[config.mk]
export PLATFORM = sky130hd
export DESIGN_NAME = mips_muldiv_iter
export DESIGN_NICKNAME = d
export VERILOG_FILES = /design/src/rtl/mips_pkg.sv /design/src/rtl/muldiv_step.sv /design/src/rtl/mips_muldiv_iter.sv
export SDC_FILE = /design/constraint.sdc
export NUM_CORES = 1
export LEC_CHECK = 0
export ABC_AREA = 1
export BUFFER_PORTS_ARGS = -buffer_cell sky130_fd_sc_hd__buf_2
export CORE_ASPECT_RATIO = 1.5
export CORE_UTILIZATION = 55
export DETAILED_ROUTE_END_ITERATION = 6
export GPL_TIMING_DRIVEN = 0
export PLACE_DENSITY = 0.74
export SYNTH_ARGS = -nofsm -noshare
export SYNTH_HDL_FRONTEND = slang
export SYNTH_HIERARCHICAL = 1
export SYNTH_SLANG_ARGS = --single-unit
[constraint.sdc]
create_clock -name clk -period 3.4 [get_ports clk]
set_input_delay 0.68 -clock clk [delete_from_list [all_inputs] [get_ports clk]]
set_output_delay 0.68 -clock clk [all_outputs]
set_load 0.1 [all_outputs]
[src/rtl/mips_pkg.sv]
// Shared MIPS core types: mult/div opcode encoding and the mult/div FSM states.
// Also used by the core decoder.
package mips_pkg;

  typedef enum logic [2:0] {
    OP_MULT  = 3'd0,
    OP_MULTU = 3'd1,
    OP_DIV   = 3'd2,
    OP_DIVU  = 3'd3,
    OP_MTHI  = 3'd4,
    OP_MTLO  = 3'd5
  } muldiv_op_t;

  typedef enum logic [1:0] {
    IDLE = 2'd0,
    RUN  = 2'd1,
    FIX  = 2'd2
  } muldiv_state_t;

  // True for the four iterative ops (MULT/MULTU/DIV/DIVU); encodings 0..3 all have bit 2 clear.
  function automatic logic is_iter_op(input logic [2:0] op);
    return (op[2] == 1'b0);
  endfunction

endpackage

[src/rtl/muldiv_step.sv]
// One iteration of the iterative mult/div datapath: BITS_PER_CYCLE shift-add
// (multiply) or restoring-subtract (divide) steps on the {acc, q} pair.
//   is_div  : 1 = restoring divide step, 0 = shift-add multiply step
//   acc_in  : partial product high half / partial remainder
//   q_in    : multiplier (shifting out) / dividend-quotient (shifting in)
//   b       : multiplicand / divisor magnitude
//   acc_out, q_out : updated pair after BITS_PER_CYCLE steps
module muldiv_step #(
  parameter int unsigned WIDTH          = 32,
  parameter int unsigned BITS_PER_CYCLE = 1
) (
  input  logic             is_div,
  input  logic [WIDTH-1:0] acc_in,
  input  logic [WIDTH-1:0] q_in,
  input  logic [WIDTH-1:0] b,
  output logic [WIDTH-1:0] acc_out,
  output logic [WIDTH-1:0] q_out
);

  logic [WIDTH-1:0] a;
  logic [WIDTH-1:0] qq;
  logic [WIDTH:0]   t;

  // Unrolled radix steps; each bit position behaves exactly like a radix-2 step.
  always_comb begin
    a  = acc_in;
    qq = q_in;
    t  = '0;
    for (int unsigned i = 0; i < BITS_PER_CYCLE; i++) begin
      if (is_div) begin
        // Remainder stays below the divisor, so one conditional subtract suffices.
        t  = {a, qq[WIDTH-1]};
        qq = {qq[WIDTH-2:0], 1'b0};
        if (t >= {1'b0, b}) begin
          t     = t - {1'b0, b};
          qq[0] = 1'b1;
        end
        a = t[WIDTH-1:0];
      end else begin
        // Product low bits enter q from the top as multiplier bits leave the bottom.
        t  = {1'b0, a} + (qq[0] ? {1'b0, b} : (WIDTH+1)'(0));
        qq = {t[0], qq[WIDTH-1:1]};
        a  = t[WIDTH:1];
      end
    end
    acc_out = a;
    q_out   = qq;
  end

endmodule

[src/rtl/mips_muldiv_iter.sv]
// Iterative MIPS multiply/divide unit owning HI/LO.
//   clk, reset (sync, active-high), clk_en (global enable, holds everything when low)
//   start, op, rs, rt : issue interface (MULT/MULTU/DIV/DIVU/MTHI/MTLO)
//   busy              : operation in flight
//   done              : pulse after a mult/div commit (stretches while clk_en is low)
//   hi, lo            : architectural HI/LO
module mips_muldiv_iter
  import mips_pkg::*;
#(
  parameter int unsigned WIDTH          = 32,
  parameter int unsigned BITS_PER_CYCLE = 1
) (
  input  logic             clk,
  input  logic             reset,
  input  logic             clk_en,
  input  logic             start,
  input  logic [2:0]       op,
  input  logic [WIDTH-1:0] rs,
  input  logic [WIDTH-1:0] rt,
  output logic             busy,
  output logic             done,
  output logic [WIDTH-1:0] hi,
  output logic [WIDTH-1:0] lo
);

  localparam int unsigned N  = WIDTH / BITS_PER_CYCLE;
  localparam int unsigned CW = $clog2(N + 1);

  muldiv_state_t    state, state_nxt;
  logic [CW-1:0]    cnt;
  logic [WIDTH-1:0] acc, q, b, rs_keep;
  logic             is_div, neg_res, neg_rem, div_zero;

  logic [WIDTH-1:0] acc_step, q_step;
  logic             load, commit, wr_hi, wr_lo;
  logic             signed_op, sign_a, sign_b;
  logic [WIDTH-1:0] mag_a, mag_b;
  logic [2*WIDTH-1:0] prod;
  logic [WIDTH-1:0] quo, rem, res_hi, res_lo;

  muldiv_step #(
    .WIDTH          (WIDTH),
    .BITS_PER_CYCLE (BITS_PER_CYCLE)
  ) u_step (
    .is_div  (is_div),
    .acc_in  (acc),
    .q_in    (q),
    .b       (b),
    .acc_out (acc_step),
    .q_out   (q_step)
  );

  // State register.
  always_ff @(posedge clk) begin
    if (reset) begin
      state <= IDLE;
    end else if (clk_en) begin
      state <= state_nxt;
    end
  end

  // Next state and control; any new issue preempts whatever is in flight.
  always_comb begin
    state_nxt = state;
    load      = 1'b0;
    commit    = 1'b0;
    wr_hi     = 1'b0;
    wr_lo     = 1'b0;
    if (start && is_iter_op(op)) begin
      load      = 1'b1;
      state_nxt = RUN;
    end else if (start && (op == OP_MTHI || op == OP_MTLO)) begin
      wr_hi     = (op == OP_MTHI);
      wr_lo     = (op == OP_MTLO);
      state_nxt = IDLE;
    end else begin
      case (state)
        RUN: begin
          if (cnt == CW'(N - 1)) state_nxt = FIX;
        end
        FIX: begin
          commit    = 1'b1;
          state_nxt = IDLE;
        end
        default: ;
      endcase
    end
  end

  // Operand magnitudes; signed ops work on |rs|, |rt| and fix the sign in FIX.
  always_comb begin
    signed_op = (op == OP_MULT) || (op == OP_DIV);
    sign_a    = signed_op & rs[WIDTH-1];
    sign_b    = signed_op & rt[WIDTH-1];
    mag_a     = sign_a ? -rs : rs;
    mag_b     = sign_b ? -rt : rt;
  end

  // Sign correction and special cases for the value committed on FIX exit.
  always_comb begin
    prod = {acc, q};
    if (neg_res) prod = -prod;
    quo = neg_res ? -q : q;
    rem = neg_rem ? -acc : acc;
    if (!is_div) begin
      res_hi = prod[2*WIDTH-1:WIDTH];
      res_lo = prod[WIDTH-1:0];
    end else if (div_zero) begin
      res_hi = rs_keep;
      res_lo = '1;
    end else begin
      res_hi = rem;
      res_lo = quo;
    end
  end

  // Datapath, HI/LO and status outputs.
  always_ff @(posedge clk) begin
    if (reset) begin
      cnt      <= '0;
      acc      <= '0;
      q        <= '0;
      b        <= '0;
      rs_keep  <= '0;
      is_div   <= 1'b0;
      neg_res  <= 1'b0;
      neg_rem  <= 1'b0;
      div_zero <= 1'b0;
      busy     <= 1'b0;
      done     <= 1'b0;
      hi       <= '0;
      lo       <= '0;
    end else if (clk_en) begin
      busy <= (state_nxt != IDLE);
      done <= commit;
      if (load) begin
        cnt      <= '0;
        acc      <= '0;
        q        <= mag_a;
        b        <= mag_b;
        rs_keep  <= rs;
        is_div   <= op[1];
        neg_res  <= sign_a ^ sign_b;
        neg_rem  <= sign_a;
        div_zero <= op[1] && (rt == '0);
      end else if (state == RUN) begin
        acc <= acc_step;
        q   <= q_step;
        cnt <= cnt + CW'(1);
      end
      if (commit) begin
        hi <= res_hi;
        lo <= res_lo;
      end
      if (wr_hi) hi <= rs;
      if (wr_lo) lo <= rs;
    end
  end

endmodule

Yosys cells after proc, flatten, opt, wreduce, memory -nomap -nowiden
Index checks and enable logic that the tools add are counted.

storage, ports and cells
  bits in registers = 206
  input port bits = 71
  output and inout port bits = 66
  logic and storage cells = 84

cells by class
  $add $sub $neg = 8
  $lt $le $gt $ge = 1
  eq/ne operators = 6
  muxes and demuxes = 36
  bitwise logic cells = 4
  reduce and logical (&&, ||, !) cells = 15

operator list
  operator                                       number
  2-to-1 mux 32 bit                              20
  negation 32 bit                                4
  2-to-1 mux 64 bit                              1
  negation 64 bit                                1
  adder 32 x 32 -> 33 bit                        1
  greater-or-equal comparator 33 x 32 -> 1 bit   1
  zero test 32 bit                               1
  subtractor 32 bit                              1
  2-to-1 mux 6 bit                               2
  2-to-1 mux 1 bit                               9
  AND reduction 2 bit                            4
  nonzero test 2 bit                             4
  adder 6 x 1 -> 6 bit, second input constant    1
  == test 3 bit, second input constant           2
  == test 6 x 5 -> 1 bit, second input constant  1
  2-to-1 mux 2 bit                               3
  one-hot mux 2 bit (2 select lines)             1
  == test 3 x 2 -> 1 bit, second input constant  1
  logical AND 1 bit                              3
  zero test 3 bit                                1
  AND 1 bit                                      2
  == test 2 x 1 -> 1 bit, second input constant  1
  == test 2 bit, second input constant           1
  logical OR 1 bit                               2
  2 further kinds                                2

Longest topological paths before layout
  depth in word-level cells = 7
  gate-level depth with buffers = 19
  gate-level depth less buffers = 18

By module
The synthesis kept the hierarchy.

by module, submodules not included
  module            instances  cells each  area each (sq um)  sequential area each (sq um)
  mips_muldiv_iter  1          2118        13250.2            4124.0
  muldiv_step       1          1274        6164.7             0.0

Worst setup path before layout
No wires, ideal clock.

  path kind = register to register
  from = register q[0]
  to = register acc[31]
  setup time = 0.132 ns
  arrival = 2.369 ns
  required time = 3.268 ns
  setup slack = 0.899 ns
  stages on the path, launching flop included = 20
  buffers on the path = 2
  clock period less this slack = 2.501 ns
  cells stage by stage = dfxtp_1 > clkbuf_1 > clkbuf_1 > nand2_1 > inv_1 > ha_1 > fa_1 > nand2_1 > nand2_1 > and2_1 > a21oi_1 > inv_1 > nand2_1 > nand3_1 > nand2_1 > nand2_1 > nand2_1 > nand2_1 > nand2_1 > a21oi_1

on the way
  cells in the longest elaborated chain, start to end = 5

ends and longest elaborated chain
  what                     RTL line                 RTL
  start, declared          mips_muldiv_iter.sv:31   logic [WIDTH-1:0] acc, q, b, rs_keep;
  start signal, assigned   mips_muldiv_iter.sv:139  q <= mag_a;
  start signal, assigned   mips_muldiv_iter.sv:148  q <= q_step;
  2-to-1 mux 32 bit        muldiv_step.sv:41        t = {1'b0, a} + (qq[0] ? {1'b0, b} : (WIDTH+1)'(0));
  adder 32 x 32 -> 33 bit  muldiv_step.sv:41
  2-to-1 mux 32 bit        muldiv_step.sv:30        if (is_div) begin
  net acc_step[31]         mips_muldiv_iter.sv:34   logic [WIDTH-1:0] acc_step, q_step;
  2-to-1 mux 32 bit        mips_muldiv_iter.sv:146  end else if (state == RUN) begin
  2-to-1 mux 32 bit        mips_muldiv_iter.sv:136  if (load) begin
  end signal, assigned     mips_muldiv_iter.sv:147  acc <= acc_step;
  end, declared            mips_muldiv_iter.sv:31

The timed path passes the listed nets, and every way through them passes these cells. The select of a mux whose other input is x is not followed.
A chain may end at the register's enable or synchronous reset.

Worst setup path in the final report
  from = register q[0]
  to = register acc[27]

The elaborated chain is that of the path after synthesis.

==> summary.md <==
| Metric | Value |
|---|---|
| Status | finished, violations left |
| Failing checks | DRC |
| Routed Antenna Nets | 0 |
| Global-route wire length before repair | 134000 um |
| Io pins | 137 |
| Clock insertion delay at the later pin of the skew report | 560 ps |
| Root buffer cell | clkbuf_16 |
| Nets | 3696 |
| Slew margin rel. | 0.09034 |
| Detailed-route wire length | 90770 um |
| Pre-antenna DRT Iters | 7 |
| Number of flops mapped to enable cells by yosys | 0 |
| Worst endpoint required time | 3870 ps |
| Post-synthesis sequential area ratio | 0.2124 |
| Post-Synth Simple-Gate Area | 0.3956 |
| Top cell type's share of synthesized area | 0.2124 |
| Seq pwr share | 0.366 |
| Top post-synthesis cells by count | nand2_1, inv_1, nor2_1, a21oi_1, nand3_1 |
| FMAX | 307.6 MHz |
| Post-synthesis average cell area | between 5 and 6 sq um |
| CTS clk-pin slew, worst paths | 60 ps |
| Routed vias/inst | 6.025 |
| Most common cell in the synthesized netlist | nand2_1 |
| Synth Instances | about 3400 |
| Largest family of logic cells by synthesized area | simple AND/OR/NAND/NOR gates |
| Critical Path Fanout Max | 10 |
| RSZ-0062 raised after global routing | false |
| CP Buf/Inv Count | 3 |
| Predominant post-synthesis flop cell | dfxtp_1 |
| CP endpoint kind | flip-flop |
| Die width | 155.4 um |
| Adder-Cell Fraction of Synth Area | 0.04782 |
| Tmin final | 3251 ps |
| Leakage Power | roughly 11 nW |
| Initial antenna violation count | 8 |
| Crit. Startpoint | q[0]$_SDFFE_PP0P_ |
| Mux contribution to synthesized area | 0 |
| Cell family with most CP delay | simple AND/OR/NAND/NOR gates |
| Clk pwr share | 0.372 |
| Combinational Power Share | 0.262 |
| Post-synth cell types | 55 |
| Total core area | 34480 sq um |
| XOR/XNOR Fraction of Synth Area | 0.03338 |
| Num CTS Buffers | 23 |
| GRT Total Usage | 0.4991 |
| Startpoint Class | flip-flop |
| Die Footprint | 36070 sq um |
| FFs w/ async S/R, synth | 0 |
| Max_cap viols | 0 |
| Area contributors post-synth | dfxtp_1, nand2_1, a21oi_1, inv_1, nand3_1 |
| Internal | 4.497 mW |
| Wirelength per Cell | 22.48 um |
| Finished Layout Cells | around 4000 |
| Final setup vio count | 0 |
| Vias in the first global route | around 23000 |
| Worst R2R Path Depth | 17 |
| R2R setup slack | 150 ps |
| P_sw | between 2 and 3 mW |
| Hold_buf cts | 0 |
| Initial DRC count | 2953 |
| # rows | 83 |
| Critical R2R Capture | acc[27]$_SDFFE_PP0P_ |
| Final hold viol count | 0 |
| Gpl congestion | 1.204 |
| Worst path cell trace | clkbuf_4 -> clkbuf_4 -> nand2_1 -> inv_1 -> ha_1 -> fa_2 -> nand2_1 -> nand2_1 -> and2_1 -> nand3_1 -> nand3_1 -> nand3b_1 -> nand3_1 -> nand3_1 -> nand2_1 -> nand2_1 -> a21oi_1 |
| Final Skew | 17.57 ps |
| Reg2Reg Launch Point | q[0]$_SDFFE_PP0P_ |
| DP HPWL | 72000 um |
| Pin count of the biggest net entering global routing | 16 |
| Max-slew violations | 0 |
| Max stage delay on crit path | 460 ps |
| PnR Total Power | 7.099 mW |
| Transition time of the tightest slew-check pin | 1364 ps |
| Clock Tree Buf Depth | 3 |
| Arr. time, crit path | approximately 3700 ps |
| Share of cells above drive strength 1 | 0.1060 |
| CP Depth | 17 |
| Power per cell area | 330.4 nW/um^2 |
| Synth Area in Compound Gates | 0.1989 |
| Worst Hold Class | input port to flip-flop |
| CTS tree | yes |
| PortBufs | around 140 |
| Congestion Overflow GR | 0 |
| Max stage delay cell, worst path | dfxtp_1 |
| Layout area overhead | 10.67% |
| Vias | around 24000 |
| Syn_nets | 3536 |
| Inst Count DP | 3994 |
| Sw Ratio | 0.3665 |
| H-tree depth | 1 |
| Netlist Area Pre-Place | between 15000 and 20000 sq um |
| Crit-path most repeated cell | nand2_1 |
| Period Utilization, post-route | 0.9562 |
| Critical path class | flip-flop to flip-flop |
| Cell taking the most area after synthesis | dfxtp_1 |
| Post-route DRC | 11 |
| Synth Register Bits | ~210 |
| Die Ht | 232.1 um |
| Maximum vdd drop | 0.3232 mV |
| Initial Utilization | 0.5631 |
| TritonCTS Sinks | approximately 210 |
| End of the critical path | acc[27]$_SDFFE_PP0P_ |
| Ys Warns | 6 |
==> cell usage in the layout (no fill, tap or decap), drive strengths merged, types with 2 or more instances in the layout <==
master and instances:
nand2 1032, inv 408, nor2 377, a21oi 336, nand3 286, o21ai 283, dfxtp 206, buf 200
clkbuf 97, ha 71, xor2 47, nand4 32, nand3b 30, nor3 30, xnor2 27, o22ai 19
o211ai 13, o21bai 13, or2 13, a221oi 7, o21a 6, o221ai 5, diode 4, and2 4
a31oi 3, nor4 3, o32ai 3, clkinvlp 3, a21o 3, o31ai 2, bufinv 2, fa 2
==> power by group through the flow <==
stage                     Combinational, mW  Clock [mW]  Sequential, mW
final                                  1.86        2.64            2.60
after global routing                   1.98        2.70            2.60
after CTS                              1.76        2.60            2.59
after detailed placement               1.75           0            2.64
after global placement                 1.73           0            2.64
after floorplan                        1.10           0            2.67
==> worst register-to-register path: cells and delay by family, from the launching register on <==
family	cells	cell delay, ps
AOI/OAI and AO/OA	1	160
adders and majority gates	2	540
buffers and inverters	3	610
DFF	1	460
and+or+nand+nor	11	1400
==> per-stage QoR <==
step	setup WS [ps]	utilization	hold WS, ps	setup TNS (ps)	area [sq um]
floorplan	899.1	-	429.7	0	19410
CTS	110.2	0.6223	432.8	0	21460
global route	23.13	0.6230	477.2	0	21480
global placement	-155.3	0.5997	448.9	-322.8	20670
detailed placement	-153.8	0.5997	450.9	-339.5	20670
finish	148.8	0.6232	436.3	0	21490
==> registers in the layout (all words and copies together), names as in the netlist <==
name      flops
rs_keep      32
b            32
q            32
busy          1
cnt           6
done          1
neg_rem       1
neg_res       1
hi           32
acc          32
lo           32
state         2
div_zero      1
is_div        1
==> metal layers <==
layer | share of wire | vias up | GRT usage
li1 | - | 11345 | -
met1 | 0.33 | 10857 | 0.4931
met2 | 0.44 | 1579 | 0.8044
met3 | 0.098 | 542 | 0.1400
met4 | 0.13 | 4 | 0.5466
met5 | 0.00035 | - | 0
==> area by class of cell <==
cell class	instances	area [sq um]
diodes	4	10.01
inverters	403	1515
multi-input cells	2650	13140
clock inverters	11	137.6
repair buffers	135	675.6
plain buffers	133	665.6
fillers	3496	12990
well taps	467	584.3
flip-flops and latches	206	4124
clock buffers	29	638.1
==> worst min-delay path by stage <==
stage               depth (start not counted)                     start  slack, ps                       end
finish                                      3                    rt[31]        440        b[31]$_SDFFE_PP0P_
global placement                            2       lo[22]$_SDFFE_PP0P_        450       lo[22]$_SDFFE_PP0P_
CTS                                         3                    rt[31]        430        b[31]$_SDFFE_PP0P_
detailed placement                          2       lo[17]$_SDFFE_PP0P_        450       lo[17]$_SDFFE_PP0P_
global route                                2       lo[28]$_SDFFE_PP0P_        480       lo[28]$_SDFFE_PP0P_
floorplan                                   2  rs_keep[31]$_SDFFE_PP0P_        430  rs_keep[31]$_SDFFE_PP0P_
==> logic make-up after synthesis <==
logic type	after synthesis
AND/OR/NAND/NOR	1808
XOR/XNOR	74
adder cells (fa/ha/maj)	73
buffers and inverters	536
flip-flops	206
AO/OA/AOI/OAI	695
==> what timing repair did <==
action                     in CTS  in global routing
setup endpoints to repair       6                 11
gates resized for setup         3                 11
setup buffers                   0                  0
hold endpoints to repair        0                  0
Power figures use the tool's default switching activity.
